`config.mk`:
```
export PLATFORM = sky130hd
export DESIGN_NAME = mips_decode_stage
export DESIGN_NICKNAME = d
export VERILOG_FILES = /design/src/rtl/mips_decode_stage.sv
export SDC_FILE = /design/constraint.sdc
export NUM_CORES = 1
export LEC_CHECK = 0
export CAP_MARGIN = 20
export CORE_MARGIN = 4
export CORE_UTILIZATION = 59
export DETAILED_ROUTE_END_ITERATION = 6
export DONT_BUFFER_PORTS = 1
export MAX_ROUTING_LAYER = met4
export PLACE_DENSITY = 0.73
export SKIP_LAST_GASP = 1
export SLEW_MARGIN = 10
export SYNTH_ARGS = -nofsm -noshare
export SYNTH_HDL_FRONTEND = slang
export SYNTH_SLANG_ARGS = --single-unit
```
`constraint.sdc`:
```
create_clock -name i_clk -period 6 [get_ports i_clk]
set_input_delay 1.2 -clock i_clk [delete_from_list [all_inputs] [get_ports i_clk]]
set_output_delay 1.2 -clock i_clk [all_outputs]
set_load 0.01 [all_outputs]
```
`src/rtl/mips_decode_stage.sv`:
```
// Registered MIPS decode stage: field split, immediate extension, jump target and class.
// Optional 1-entry skid buffer (registered o_ready) when DECODE_SKID_EN is defined.
module mips_decode_stage #(
  parameter int DATA_W = 32,
  parameter int PC_W   = 32
) (
  input  logic              i_clk,
  input  logic              i_rst,
  input  logic              i_flush,
  input  logic              i_valid,
  output logic              o_ready,
  input  logic [31:0]       i_instr,
  input  logic [PC_W-1:0]   i_pc4,
  output logic              o_valid,
  input  logic              i_ready,
  output logic [5:0]        o_opcode,
  output logic [4:0]        o_rs,
  output logic [4:0]        o_rt,
  output logic [4:0]        o_rd,
  output logic [4:0]        o_shamt,
  output logic [5:0]        o_funct,
  output logic [DATA_W-1:0] o_imm_ext,
  output logic [PC_W-1:0]   o_jtarget,
  output logic [PC_W-1:0]   o_pc4,
  output logic [1:0]        o_type,
  output logic              o_illegal
);

  localparam logic [1:0] TYPE_R   = 2'b00;
  localparam logic [1:0] TYPE_I   = 2'b01;
  localparam logic [1:0] TYPE_J   = 2'b10;
  localparam logic [1:0] TYPE_ILL = 2'b11;

  typedef struct packed {
    logic [5:0]        opcode;
    logic [4:0]        rs;
    logic [4:0]        rt;
    logic [4:0]        rd;
    logic [4:0]        shamt;
    logic [5:0]        funct;
    logic [DATA_W-1:0] immExt;
    logic [PC_W-1:0]   jtarget;
    logic [PC_W-1:0]   pc4;
    logic [1:0]        kind;
    logic              illegal;
  } decoded_t;

  decoded_t    dec;
  logic [3:0]  pcTop;
  logic [31:0] jtWide;
  logic [15:0] imm;

  // Decode happens before the register so the next stage sees clean flop outputs.
  always_comb begin
    dec        = '0;
    imm        = i_instr[15:0];
    dec.opcode = i_instr[31:26];
    dec.rs     = i_instr[25:21];
    dec.rt     = i_instr[20:16];
    dec.rd     = i_instr[15:11];
    dec.shamt  = i_instr[10:6];
    dec.funct  = i_instr[5:0];
    dec.pc4    = i_pc4;

    case (i_instr[31:26])
      6'h0C, 6'h0D, 6'h0E: dec.immExt = DATA_W'(imm);
      6'h0F:               dec.immExt = DATA_W'($signed({imm, 16'h0000}));
      default:             dec.immExt = DATA_W'($signed(imm));
    endcase
    if (DATA_W == 16) dec.immExt = DATA_W'(imm);

    pcTop       = (PC_W == 32) ? i_pc4[PC_W-1 -: 4] : 4'h0;
    jtWide      = {pcTop, i_instr[25:0], 2'b00};
    dec.jtarget = PC_W'(jtWide);

    case (i_instr[31:26])
      6'h00:                      dec.kind = TYPE_R;
      6'h02, 6'h03:               dec.kind = TYPE_J;
      6'h04, 6'h05, 6'h08, 6'h09,
      6'h0A, 6'h0B, 6'h0C, 6'h0D,
      6'h0E, 6'h0F, 6'h20, 6'h21,
      6'h23, 6'h24, 6'h25, 6'h27,
      6'h28, 6'h29, 6'h2B:        dec.kind = TYPE_I;
      default:                    dec.kind = TYPE_ILL;
    endcase
    dec.illegal = (dec.kind == TYPE_ILL);
  end

  decoded_t outData_q, outData_d;
  logic     outValid_q, outValid_d;
  logic     accept;

`ifdef DECODE_SKID_EN
  decoded_t skidData_q, skidData_d;
  logic     skidValid_q, skidValid_d;
  logic     ready_q;
  logic     canAdvance;

  // A stalled output parks one extra word in the skid; it moves up on the next consume.
  always_comb begin
    accept      = i_valid & ready_q;
    canAdvance  = !outValid_q | i_ready;
    outData_d   = outData_q;
    outValid_d  = outValid_q;
    skidData_d  = skidData_q;
    skidValid_d = skidValid_q;
    if (i_flush) begin
      outValid_d  = 1'b0;
      skidValid_d = 1'b0;
    end else if (canAdvance) begin
      if (skidValid_q) begin
        outData_d   = skidData_q;
        outValid_d  = 1'b1;
        skidValid_d = 1'b0;
      end else if (accept) begin
        outData_d  = dec;
        outValid_d = 1'b1;
      end else begin
        outValid_d = 1'b0;
      end
    end else if (accept) begin
      skidData_d  = dec;
      skidValid_d = 1'b1;
    end
  end

  always_ff @(posedge i_clk or posedge i_rst) begin
    if (i_rst) begin
      outData_q   <= '0;
      outValid_q  <= 1'b0;
      skidData_q  <= '0;
      skidValid_q <= 1'b0;
      ready_q     <= 1'b1;
    end else begin
      outData_q   <= outData_d;
      outValid_q  <= outValid_d;
      skidData_q  <= skidData_d;
      skidValid_q <= skidValid_d;
      ready_q     <= !skidValid_d;
    end
  end

  assign o_ready = ready_q;
`else
  // A flushed edge drops the incoming word, so data only loads on an unflushed accept.
  always_comb begin
    accept     = i_valid & o_ready;
    outData_d  = outData_q;
    outValid_d = outValid_q;
    if (i_flush) begin
      outValid_d = 1'b0;
    end else if (accept) begin
      outData_d  = dec;
      outValid_d = 1'b1;
    end else if (outValid_q & i_ready) begin
      outValid_d = 1'b0;
    end
  end

  always_ff @(posedge i_clk or posedge i_rst) begin
    if (i_rst) begin
      outData_q  <= '0;
      outValid_q <= 1'b0;
    end else begin
      outData_q  <= outData_d;
      outValid_q <= outValid_d;
    end
  end

  assign o_ready = !outValid_q | i_ready;
`endif

  assign o_valid   = outValid_q;
  assign o_opcode  = outData_q.opcode;
  assign o_rs      = outData_q.rs;
  assign o_rt      = outData_q.rt;
  assign o_rd      = outData_q.rd;
  assign o_shamt   = outData_q.shamt;
  assign o_funct   = outData_q.funct;
  assign o_imm_ext = outData_q.immExt;
  assign o_jtarget = outData_q.jtarget;
  assign o_pc4     = outData_q.pc4;
  assign o_type    = outData_q.kind;
  assign o_illegal = outData_q.illegal;

endmodule

```
==> tab_implementation.tex, run 1 <==
\begin{tabular}{lr}
\hline
Metric & Value \\
\hline
\multicolumn{2}{l}{\textbf{Run status}} \\
\quad Outcome & finished clean \\
\multicolumn{2}{l}{\textbf{CTS}} \\
\quad CTS H-Tree Depth & 3 \\
\quad Number of setup buffers added after CTS & 0 \\
\quad Deepest clock path buffer count & 2 \\
\quad TritonCTS Sinks & 100 \\
\quad Insertion delay to the later sink of the worst-skew pair & 0.35 ns \\
\quad Post-CTS resize count & 0 \\
\quad Cts bufs inserted & 9 \\
\quad Cell at the root of the clock tree & sky130\_fd\_sc\_hd\_\_clkbuf\_8 \\
\quad Hold buffer count at cts & 0 \\
\quad Clock input transition at the sequential cells of the worst setup and hold paths & around 0.09 ns \\
\quad TritonCTS clock tree & done \\
\multicolumn{2}{l}{\textbf{Worst setup path}} \\
\quad Crit. End Element & register \\
\quad Slowest stage cell, crit path & sky130\_fd\_sc\_hd\_\_nor2\_2 \\
\quad Reg2reg path depth & 5 \\
\quad Total stage count of the critical path & 5 \\
\quad Ordered cell list for the critical path & nor2b\_4 -> inv\_1 -> nand3b\_4 -> nor2\_2 -> a21oi\_1 \\
\quad Crit path max-delay family & simple AND/OR/NAND/NOR gates \\
\quad Buffers and inverters on the worst path & 1 \\
\quad Max FO, Critical Path & 89 \\
\quad Req. time, crit path & a little over 6 ns \\
\quad Worst setup path class & input port to register \\
\quad CP arrival & between 3 and 4 ns \\
\quad Crit-path max cell delay & 0.81 ns \\
\quad Critical path startpoint category & input port \\
\multicolumn{2}{l}{\textbf{Global route}} \\
\quad Initial antenna violation count & 1 \\
\quad Global-route wire length before repair & around 14,000 um \\
\quad Pin count of the biggest net entering global routing & 90 \\
\quad Total GRT Usage & 21.5\% \\
\quad Overflow after GRT & 0 \\
\quad Vias in the first global route & 2,637 \\
\multicolumn{2}{l}{\textbf{Yosys}} \\
\quad Sequential-to-total area share from yosys stat & roughly three fifths \\
\quad Share of flip-flops with an asynchronous set or reset & 100\% \\
\quad List of most frequent post-synthesis cells & 228 x sky130\_fd\_sc\_hd\_\_nand2\_1, 100 x sky130\_fd\_sc\_hd\_\_dfrtp\_1, 36 x sky130\_fd\_sc\_hd\_\_buf\_4, 17 x sky130\_fd\_sc\_hd\_\_a21oi\_1, 17 x sky130\_fd\_sc\_hd\_\_nor2\_1 \\
\quad Syn Std Cell Area & $\sim$0.0041 mm\^{}2 \\
\quad Register bit count reported by yosys & 100 \\
\quad Post-Synthesis Cells & around 450 \\
\quad Cell taking the most area after synthesis & sky130\_fd\_sc\_hd\_\_dfrtp\_1 \\
\quad Synth warnings & 0 \\
\quad Share of Yosys cell area claimed by the top area cell type & between 60 and 70\% \\
\quad Number of enable-type register cells in the synthesized netlist & 0 \\
\quad Leading post-synthesis cells by cell area & sky130\_fd\_sc\_hd\_\_dfrtp\_1 61\%, sky130\_fd\_sc\_hd\_\_nand2\_1 21\%, sky130\_fd\_sc\_hd\_\_buf\_4 6.6\%, sky130\_fd\_sc\_hd\_\_a21oi\_1 2.1\%, sky130\_fd\_sc\_hd\_\_o21ai\_0 2.0\% \\
\quad Number of library cell types mapped by synthesis & 24 \\
\quad Post-synth top flop & sky130\_fd\_sc\_hd\_\_dfrtp\_1 \\
\quad Average instance area after synthesis & approximately 9.1 um\^{}2 \\
\quad Most numerous cell in the Yosys netlist & sky130\_fd\_sc\_hd\_\_nand2\_1 \\
\multicolumn{2}{l}{\textbf{Floorplanning}} \\
\quad Area of the die & between 0.008 and 0.009 mm\^{}2 \\
\quad Initial core utilization & about three fifths \\
\quad Top-level port count & slightly above 200 \\
\quad Die H & roughly 91 um \\
\quad Placeable core region & 0.00676 mm\^{}2 \\
\quad Row cnt & 30 \\
\quad DIE WIDTH & 91.3 um \\
\multicolumn{2}{l}{\textbf{Cells and area}} \\
\quad Combined flip-flop and latch cell area & roughly 0.0025 mm\^{}2 \\
\quad Fin cells & roughly 500 \\
\quad Footprint of the multi-input gates & 0.00124 mm\^{}2 \\
\quad Number of filler cells placed in the layout & around 570 \\
\quad Number of nets in the layout & 481 \\
\quad Post-layout instance area & $\sim$0.0041 mm\^{}2 \\
\quad Synthesis-to-layout area growth & 0.153\% \\
\quad Fraction of layout instances using a drive strength above 1 & $\sim$5.3\% \\
\multicolumn{2}{l}{\textbf{Placement}} \\
\quad Number of buffer cells added on primary ports & 0 \\
\quad Cell area reported after detailed placement & approximately 0.0039 mm\^{}2 \\
\quad Post-DP HPWL & about 5700 um \\
\quad Placer's final routability congestion estimate & 0.769 \\
\quad Pre-CTS setup slack & between 2 and 3 ns \\
\quad Post-placement cell count & about 480 \\
\multicolumn{2}{l}{\textbf{Timing}} \\
\quad Clock Skew & $\sim$0.010 ns \\
\quad Min Clock Period, post-route & approximately 2.9 ns \\
\quad Count of final max-slew check failures & 0 \\
\quad Headroom to the max-slew limit & 37.5\% \\
\quad Number of hold violations in the final report & 0 \\
\quad Final worst slack & between 3 and 4 ns \\
\quad RSZ-0062 raised after global routing & false \\
\quad Final number of setup-violating endpoints & 0 \\
\quad Final sum of negative setup slack & 0 ns \\
\quad Peak clock frequency supported by timing & around 350 MHz \\
\quad Transition at the pin with the smallest max-transition slack & 0.938 ns \\
\quad Final cycle utilization of the critical path & a little under half \\
\multicolumn{2}{l}{\textbf{Detailed routing}} \\
\quad Final WL & roughly 8500 um \\
\quad Drc violations & 0 \\
\quad Average via count per standard cell & around 5.5 \\
\quad Total iterations of the first detailed-routing run & 4 \\
\quad DRT antenna net count & 0 \\
\quad Number of design-rule violations left by the first detailed-router iteration & 177 \\
\quad Via count & 2,750 \\
\quad Mean routed wirelength per cell & 17.0 um \\
\multicolumn{2}{l}{\textbf{Min path}} \\
\quad Type of the worst min-delay path & register to register \\
\quad Number of cells on the worst hold path & 2 \\
\multicolumn{2}{l}{\textbf{Power and ir drop}} \\
\quad Worst IR Drop VDD & 0.000149 V \\
\quad Total power of the final layout & between 0.0015 and 0.002 W \\
\quad Power density relative to cell area & approximately 370 mW/mm\^{}2 \\
\quad Leakage power summed over all cells & $\sim$2.1 nW \\
\multicolumn{2}{l}{\textbf{Flow run}} \\
\quad Max-capacitance violation count & 0 \\
\hline
\end{tabular}
==> worst min-delay path, stage by stage, from the launching register on <==
cell                      delay [ns]
sky130_fd_sc_hd__dfrtp_1        0.40
sky130_fd_sc_hd__nand2_1        0.06
sky130_fd_sc_hd__o21ai_0        0.06
==> cells by family (layout without fill, tap and decap cells) <==
family                 count (synthesis)  count (layout)  share of synthesized area, %
buffers and inverters                 56              21                          8.69
flip-flops                           100             100                          61.2
multiplexers                           1               1                         0.245
other                                  1               3                        0.0917
AND/OR/NAND/NOR                      255             255                          25.0
AO/OA/AOI/OAI                         38              38                          4.83
==> power breakdown <==
group	internal, W	total, W	switching, W	leakage [nW]
clock network	0.000246	0.000458	0.000212	0.107
logic	0.0000459	0.000128	0.0000821	0.767
registers	0.000772	0.000922	0.000150	1.22
==> flip-flops by register name (all words and copies together) (netlist names) <==
register / flops
o_type: 2
o_illegal: 1
o_rs: 4
o_rd: 4
o_imm_ext: 32
o_jtarget: 5
o_valid: 1
o_funct: 5
o_pc4: 32
o_shamt: 4
o_rt: 4
o_opcode: 6
==> final cells by class <==
cell class	instances	area share, %
Inverter	3	0.336
Timing Repair Buffer	2	0.367
Clock inverter	4	1.77
Sequential cell	100	61.1
Clock buffer	12	3.54
Multi-Input combinational cell	296	30.4
Tap cell	80	2.44
Antenna cell	1	0.0611
==> worst paths after layout <==
| path | start | endpoint | slack, ns |
|---|---|---|---|
| worst max-delay path | i_ready | o_imm_ext[21] | 3.13 |
| worst min-delay path | o_imm_ext[12] | o_imm_ext[12] | 0.55 |
| worst max register to register | o_valid | o_imm_ext[21] | 3.43 |
| worst min register to register | o_imm_ext[12] | o_imm_ext[12] | 0.55 |
| max in group asynchronous | i_rst | o_pc4[17] | 4.13 |
| min in group asynchronous | i_rst | o_pc4[2] | 0.79 |
==> per-stage QoR <==
| step | util, % | hold WS (ns) |
|---|---|---|
| global placement | 57.4 | 0.533 |
| detailed placement | 57.4 | 0.538 |
| floorplan | - | 0.505 |
| finish | 60.6 | 0.551 |
| global route | 60.6 | 0.582 |
| CTS | 60.6 | 0.560 |
==> metal layers <==
metal / up-vias / part of all wire [%] / global-route usage [%]
met1: 1325 / 40 / 25.4
met3: 10 / 9.8 / 9.20
met4: 0 / 0.90 / 6.16
met2: 133 / 49 / 33.7
li1: 1282 / - / -
met5: - / 0 / -
==> placed cells by master (no fill, tap or decap), drive strengths merged, types with 2 or more instances in the layout <==
cell type,instances
a21oi,17
buf,2
bufinv,2
clkbuf,12
conb,2
dfrtp,100
inv,3
nand2,228
nor2,18
nor2b,2
o21ai,19
Power figures use the tool's default switching activity.
==> inputs of run 2 (changes only) <==
CORE_UTILIZATION = 56   (was 59)
PLACE_DENSITY = 0.72   (was 0.73)
clock period = 2.4 ns   (was 6 ns; I/O delays follow)
==> tab_implementation.tex, run 2 (same netlist as run 1, synthesis figures left out) <==
\begin{tabular}{lr}
\hline
Metric & Value \\
\hline
\multicolumn{2}{l}{\textbf{Run status}} \\
\quad Outcome & finished clean (unchanged) \\
\multicolumn{2}{l}{\textbf{Timing}} \\
\quad Headroom to the max-slew limit & 52.1\% (was 37.5\%) \\
\quad Transition at the pin with the smallest max-transition slack & 0.718 ns (was 0.938 ns) \\
\quad Peak clock frequency supported by timing & about 630 MHz \\
\quad RSZ-0062 raised after global routing & false (unchanged) \\
\quad Min Clock Period, post-route & between 1.5 and 2 ns \\
\quad Final worst slack & 0.812 ns (was 3.13 ns) \\
\quad Clock Skew & 0.00750 ns (was 0.00996 ns) \\
\quad Final cycle utilization of the critical path & 66.2\% \\
\quad Count of final max-slew check failures & 0 (unchanged) \\
\quad Final number of setup-violating endpoints & 0 (unchanged) \\
\quad Final sum of negative setup slack & 0 ns (unchanged) \\
\quad Number of hold violations in the final report & 0 (unchanged) \\
\multicolumn{2}{l}{\textbf{Detailed routing}} \\
\quad Drc violations & 0 (unchanged) \\
\quad Final WL & 8740 um (was 8480 um) \\
\quad Mean routed wirelength per cell & 16.9 um (was 17.0 um) \\
\quad Number of design-rule violations left by the first detailed-router iteration & 120 (was 177) \\
\quad Average via count per standard cell & 5.29 (was 5.52) \\
\quad DRT antenna net count & 0 (unchanged) \\
\quad Total iterations of the first detailed-routing run & 4 (unchanged) \\
\quad Via count & 2,733 (was 2,750) \\
\multicolumn{2}{l}{\textbf{CTS}} \\
\quad Post-CTS resize count & 0 (unchanged) \\
\quad Deepest clock path buffer count & 2 (unchanged) \\
\quad TritonCTS clock tree & done (unchanged) \\
\quad Cts bufs inserted & 9 (unchanged) \\
\quad Cell at the root of the clock tree & sky130\_fd\_sc\_hd\_\_clkbuf\_8 (unchanged) \\
\quad CTS H-Tree Depth & 3 (unchanged) \\
\quad Hold buffer count at cts & 0 (unchanged) \\
\quad Clock input transition at the sequential cells of the worst setup and hold paths & 0.08 ns (was 0.09 ns) \\
\quad Insertion delay to the later sink of the worst-skew pair & 0.35 ns (about the same) \\
\quad TritonCTS Sinks & 100 (unchanged) \\
\quad Number of setup buffers added after CTS & 0 (unchanged) \\
\multicolumn{2}{l}{\textbf{Global route}} \\
\quad Initial antenna violation count & 0 (was 1) \\
\quad Busiest layer in global routing & met2 (unchanged) \\
\quad Total GRT Usage & 20.9\% (was 21.5\%) \\
\quad Pin count of the biggest net entering global routing & 80 (was 90) \\
\quad Met2 Track Usage GR & 31.8\% (was 33.7\%) \\
\quad GR Layer Usage met1 & 25.9\% (was 25.4\%) \\
\quad Overflow after GRT & 0 (unchanged) \\
\quad Vias in the first global route & 2,773 (was 2,637) \\
\quad Global-route wire length before repair & 13,900 um (was 13,800 um) \\
\quad Fraction of met3 tracks used by global routing & 8.45\% (was 9.20\%) \\
\multicolumn{2}{l}{\textbf{Power and ir drop}} \\
\quad Total power of the final layout & 0.00365 W (was 0.00151 W) \\
\quad Leakage power summed over all cells & 2.10 nW (was 2.09 nW) \\
\quad Power density relative to cell area & 885 mW/mm\^{}2 (was 368 mW/mm\^{}2) \\
\quad Worst IR Drop VDD & 0.000398 V (was 0.000149 V) \\
\multicolumn{2}{l}{\textbf{Worst setup path}} \\
\quad Max FO, Critical Path & 3 (was 89) \\
\quad Req. time, crit path & 1.92 ns (was 6.20 ns) \\
\quad Critical path startpoint category & register (was input port) \\
\quad CP arrival & 1.11 ns (was 3.08 ns) \\
\quad Worst setup path class & register to output pin (was input port to register) \\
\quad Crit. End Element & output pin (was register) \\
\multicolumn{2}{l}{\textbf{Floorplanning}} \\
\quad Die H & 93.5 um (was 91.3 um) \\
\quad Initial core utilization & 58.9\% (was 60.5\%) \\
\quad Area of the die & 0.00873 mm\^{}2 (was 0.00833 mm\^{}2) \\
\quad DIE WIDTH & 93.5 um (was 91.3 um) \\
\quad Top-level port count & 202 (unchanged) \\
\quad Row cnt & 30 (unchanged) \\
\quad Placeable core region & 0.00694 mm\^{}2 (was 0.00676 mm\^{}2) \\
\multicolumn{2}{l}{\textbf{Placement}} \\
\quad Placer's final routability congestion estimate & 0.751 (was 0.769) \\
\quad Pre-CTS setup slack & 0.836 ns (was 2.73 ns) \\
\quad Number of buffer cells added on primary ports & 0 (unchanged) \\
\quad Post-DP HPWL & 6010 um (was 5740 um) \\
\multicolumn{2}{l}{\textbf{Cells and area}} \\
\quad Commonest non-fill, non-tap cell in the layout & sky130\_fd\_sc\_hd\_\_nand2\_1 (unchanged) \\
\quad Number of nets in the layout & 485 (was 481) \\
\quad Synthesis-to-layout area growth & 0.826\% (was 0.153\%) \\
\quad Fraction of layout instances using a drive strength above 1 & 6.18\% (was 5.28\%) \\
\quad Core occupancy in the finished layout & 59.4\% (was 60.6\%) \\
\quad Leading cell types in the layout, fill and taps excluded & 228 x sky130\_fd\_sc\_hd\_\_nand2\_1, 100 x sky130\_fd\_sc\_hd\_\_dfrtp\_1, 17 x sky130\_fd\_sc\_hd\_\_a21oi\_1, 17 x sky130\_fd\_sc\_hd\_\_nor2\_1, 16 x sky130\_fd\_sc\_hd\_\_o21ai\_0 (unchanged) \\
\quad Ant. Diodes & 0 (was 1) \\
\quad Number of filler cells placed in the layout & 602 (was 573) \\
\multicolumn{2}{l}{\textbf{Min path}} \\
\quad Type of the worst min-delay path & input port to async pin (was register to register) \\
\multicolumn{2}{l}{\textbf{Flow run}} \\
\quad Max-capacitance violation count & 0 (unchanged) \\
\hline
\end{tabular}
[run 2: cell types whose count changed in the layout (fill, tap and decap cells not counted), sizes merged]
cell      delta
buf          +4
clkinv       +2
bufinv       -1
clkbuf       -1
clkinvlp     +1
diode        -1
inv          -1
[run 2: power by group]
part,switching [W],leakage [nW],internal (W)
registers,0.000371,1.22,0.00193
logic,0.000210,0.786,0.000122
clock network,0.000538,0.0931,0.000478
[run 2: stage by stage]
step | hold slack (ns) | instance area (um^2) | instances
6_report | 0.152 | 4120 | 517
2_1_floorplan | 0.505 | 4100 | 452
3_3_place_gp | 0.531 | 3940 | 501
4_1_cts | 0.148 | 4120 | 517
3_5_place_dp | 0.537 | 3940 | 501
5_1_grt | 0.165 | 4120 | 517
[run 2: worst max-delay path, stage by stage, from the launching register on]
cell and delay, ns:
sky130_fd_sc_hd__dfrtp_1 0.43, sky130_fd_sc_hd__nor2b_4 0.21, sky130_fd_sc_hd__inv_1 0.13
[run 2: worst paths after layout]
path / start / endpoint / slack, ns / depth (start not counted)
setup / recovery: o_valid / o_ready / 0.81 / 2
hold / removal: i_rst / o_opcode[4] / 0.15 / 2
setup reg to reg: o_valid / o_imm_ext[6] / 0.83 / 6
hold reg to reg: o_pc4[16] / o_pc4[16] / 0.56 / 2
max in group asynchronous: i_rst / o_jtarget[12] / 1.68 / 2
min in group i_clk: i_flush / o_valid / 0.19 / 1
[run 2: layer usage]
layer | part of all wire [%] | up-vias
li1 | - | 1290
met1 | 39 | 1292
met2 | 48 | 143
met3 | 11 | 8
met4 | 1.1 | 0
met5 | 0 | -
[run 2: cell type report]
cell class	count	area (um^2)	share of cell area (%)
clock buffer	11	131	3.19
multi-input combinational	296	1240	30.2
tap	96	120	2.91
clock inverter	5	52.6	1.27
sequential	100	2500	60.7
timing repair buffer	6	57.6	1.40
inverter	3	15.0	0.364
==> inputs of run 3 (changes only) <==
CORE_UTILIZATION = 59   (was 56)
PLACE_DENSITY = 0.73   (was 0.72)
clock period = 1.6 ns   (was 2.4 ns; I/O delays follow)
==> tab_implementation.tex, run 3 (same netlist as run 1, synthesis figures left out) <==
\begin{tabular}{lr}
\hline
Metric & Value \\
\hline
\multicolumn{2}{l}{\textbf{Cells and area}} \\
\quad Core occupancy in the finished layout & 63.0\% (was 59.4\%) \\
\quad Footprint of the multi-input gates & 0.00124 mm\^{}2 (unchanged) \\
\quad Fraction of layout instances using a drive strength above 1 & 7.49\% (was 6.18\%) \\
\quad Ant. Diodes & 0 (unchanged) \\
\quad Leading cell types in the layout, fill and taps excluded & 228 x sky130\_fd\_sc\_hd\_\_nand2\_1, 100 x sky130\_fd\_sc\_hd\_\_dfrtp\_1, 17 x sky130\_fd\_sc\_hd\_\_a21oi\_1, 17 x sky130\_fd\_sc\_hd\_\_nor2\_1, 16 x sky130\_fd\_sc\_hd\_\_o21ai\_0 (unchanged) \\
\quad Number of filler cells placed in the layout & 543 (was 602) \\
\quad Commonest non-fill, non-tap cell in the layout & sky130\_fd\_sc\_hd\_\_nand2\_1 (unchanged) \\
\quad Number of nets in the layout & 491 (was 485) \\
\quad Synthesis-to-layout area growth & 4.10\% (was 0.826\%) \\
\quad Combined flip-flop and latch cell area & 0.00250 mm\^{}2 (unchanged) \\
\quad Fin cells & 507 (was 517) \\
\quad Post-layout instance area & 0.00426 mm\^{}2 (was 0.00412 mm\^{}2) \\
\multicolumn{2}{l}{\textbf{Timing}} \\
\quad Peak clock frequency supported by timing & slightly below 700 MHz \\
\quad Count of final max-slew check failures & 0 (unchanged) \\
\quad RSZ-0062 raised after global routing & true (was false) \\
\quad Min Clock Period, post-route & 1.49 ns \\
\quad Final cycle utilization of the critical path & about 93\% \\
\quad Final worst slack & 0.113 ns (was 0.812 ns) \\
\quad Clock Skew & 0.00919 ns (was 0.00750 ns) \\
\quad Number of hold violations in the final report & 0 (unchanged) \\
\quad Final number of setup-violating endpoints & 0 (unchanged) \\
\multicolumn{2}{l}{\textbf{Detailed routing}} \\
\quad Number of design-rule violations left by the first detailed-router iteration & 105 (was 120) \\
\quad Final WL & 8470 um (was 8740 um) \\
\quad Via count & 2,755 (was 2,733) \\
\quad DRT antenna net count & 0 (unchanged) \\
\quad Average via count per standard cell & 5.43 (was 5.29) \\
\quad Mean routed wirelength per cell & 16.7 um (was 16.9 um) \\
\quad Total iterations of the first detailed-routing run & 4 (unchanged) \\
\quad Drc violations & 0 (unchanged) \\
\multicolumn{2}{l}{\textbf{Floorplanning}} \\
\quad Area of the die & 0.00833 mm\^{}2 (was 0.00873 mm\^{}2) \\
\quad Die H & 91.3 um (was 93.5 um) \\
\quad Placeable core region & 0.00676 mm\^{}2 (was 0.00694 mm\^{}2) \\
\quad Initial core utilization & 60.5\% (was 58.9\%) \\
\quad DIE WIDTH & 91.3 um (was 93.5 um) \\
\quad Top-level port count & 202 (unchanged) \\
\quad Row cnt & 30 (unchanged) \\
\multicolumn{2}{l}{\textbf{Worst setup path}} \\
\quad Worst setup path class & register to register (was register to output pin) \\
\quad CP arrival & 1.69 ns (was 1.11 ns) \\
\quad Max FO, Critical Path & 25 (was 3) \\
\quad Crit. End Element & register (was output pin) \\
\quad Critical path startpoint category & register (unchanged) \\
\quad Req. time, crit path & 1.81 ns (was 1.92 ns) \\
\multicolumn{2}{l}{\textbf{Power and ir drop}} \\
\quad Internal power of the cells & 0.00423 W (was 0.00253 W) \\
\quad Proportion of total power due to net switching & 28.7\% (was 30.7\%) \\
\quad Leakage power summed over all cells & 2.17 nW (was 2.10 nW) \\
\quad Reg power frac & 58.2\% (was 63.1\%) \\
\quad Switching power & 0.00170 W (was 0.00112 W) \\
\quad Total power of the final layout & 0.00593 W (was 0.00365 W) \\
\quad Worst IR Drop VDD & 0.000631 V (was 0.000398 V) \\
\quad Power density relative to cell area & 1390 mW/mm\^{}2 (was 885 mW/mm\^{}2) \\
\quad Fraction of power consumed by combinational cells & 8.8\% (was 9.1\%) \\
\quad Proportion of power drawn by the clock network & 33.0\% (was 27.8\%) \\
\multicolumn{2}{l}{\textbf{CTS}} \\
\quad Cell at the root of the clock tree & sky130\_fd\_sc\_hd\_\_clkbuf\_8 (unchanged) \\
\quad Deepest clock path buffer count & 2 (unchanged) \\
\quad TritonCTS Sinks & 100 (unchanged) \\
\quad CTS H-Tree Depth & 3 (unchanged) \\
\quad Number of setup buffers added after CTS & 0 (unchanged) \\
\quad TritonCTS clock tree & done (unchanged) \\
\quad Cts bufs inserted & 9 (unchanged) \\
\quad Clock input transition at the sequential cells of the worst setup and hold paths & 0.09 ns (was 0.08 ns) \\
\quad Insertion delay to the later sink of the worst-skew pair & 0.34 ns (was 0.35 ns) \\
\multicolumn{2}{l}{\textbf{Placement}} \\
\quad Placer's final routability congestion estimate & 0.840 (was 0.751) \\
\quad Post-placement cell count & 489 (was 501) \\
\quad Cell area reported after detailed placement & 0.00398 mm\^{}2 (was 0.00394 mm\^{}2) \\
\quad Number of buffer cells added on primary ports & 0 (unchanged) \\
\quad Post-DP HPWL & 5940 um (was 6010 um) \\
\quad Pre-CTS setup slack & 0.115 ns (was 0.836 ns) \\
\multicolumn{2}{l}{\textbf{Global route}} \\
\quad Busiest layer in global routing & met2 (unchanged) \\
\quad Initial antenna violation count & 0 (unchanged) \\
\quad Vias in the first global route & 2,696 (was 2,773) \\
\quad Total GRT Usage & 21.3\% (was 20.9\%) \\
\quad Pin count of the biggest net entering global routing & 78 (was 80) \\
\quad Met2 Track Usage GR & 33.3\% (was 31.8\%) \\
\quad GR Layer Usage met1 & 25.3\% (was 25.9\%) \\
\quad Overflow after GRT & 0 (unchanged) \\
\quad Fraction of met3 tracks used by global routing & 8.20\% (was 8.45\%) \\
\quad Global-route wire length before repair & 13,700 um (was 13,900 um) \\
\multicolumn{2}{l}{\textbf{Run status}} \\
\quad Outcome & finished clean (unchanged) \\
\multicolumn{2}{l}{\textbf{Flow run}} \\
\quad Max-capacitance violation count & 0 (unchanged) \\
\multicolumn{2}{l}{\textbf{Min path}} \\
\quad Type of the worst min-delay path & input port to register (was input port to async pin) \\
\hline
\end{tabular}
[run 3: timing repair]
action | CTS | global route
hold endpoints to repair | 100 | 1
hold buffers | 1 | 1
resized for setup | 0 | 1
endpoints found under the setup margin | 0 | 28
[run 3: metal layers]
metal	routed length, um	vias up	part of all wire (%)
li1	-	1302	-
met1	3360	1302	40
met2	4090	138	48
met3	893	13	11
met4	122	0	1.4
met5	0	-	0
[run 3: path summary, 6_finish.rpt]
path                                from  cells after the start       endpoint  slack [ns]
min in group asynchronous          i_rst                      3       o_pc4[2]        0.54
max in group asynchronous          i_rst                      3   o_imm_ext[4]        0.69
setup reg to reg                 o_valid                      6   o_imm_ext[2]        0.11
hold reg to reg            o_imm_ext[12]                      2  o_imm_ext[12]        0.56
hold / removal               i_instr[24]                      2        o_rs[3]        0.07
setup / recovery                 o_valid                      6   o_imm_ext[2]        0.11
[run 3: power by group through the flow]
| stage | clock, W | sequential [W] | combinational, W |
|---|---|---|---|
| floorplan | 0 | 0.00334 | 0.000635 |
| global placement | 0 | 0.00350 | 0.000492 |
| detailed placement | 0 | 0.00350 | 0.000530 |
| CTS | 0.00200 | 0.00346 | 0.000528 |
| global route | 0.00212 | 0.00350 | 0.000620 |
| finish | 0.00196 | 0.00345 | 0.000519 |
[run 3: area by class of cell]
cell class | instances | share of cell area (%)
inverter | 3 | 0.353
clock buffer | 11 | 3.56
clock inverter | 5 | 2.53
multi-input combinational | 296 | 29.2
tap | 80 | 2.35
timing repair buffer | 12 | 3.20
sequential | 100 | 58.8
[run 3: worst max-delay path, stage by stage, from the launching register on]
cell and delay (ns):
sky130_fd_sc_hd__dfrtp_1 0.40, sky130_fd_sc_hd__nor2b_4 0.14, sky130_fd_sc_hd__inv_1 0.11, sky130_fd_sc_hd__nand3b_4 0.22, sky130_fd_sc_hd__buf_4 0.29, sky130_fd_sc_hd__nand2_1 0.09, sky130_fd_sc_hd__o21ai_0 0.10
[run 3: per-stage QoR]
| step | hold slack (ns) | setup TNS, ns |
|---|---|---|
| 2_1_floorplan | 0.386 | 0 |
| 4_1_cts | 0.0116 | 0 |
| 3_3_place_gp | 0.303 | 0 |
| 5_1_grt | 0.0417 | -0.00319 |
| 6_report | 0.0710 | 0 |
| 3_5_place_dp | 0.309 | 0 |
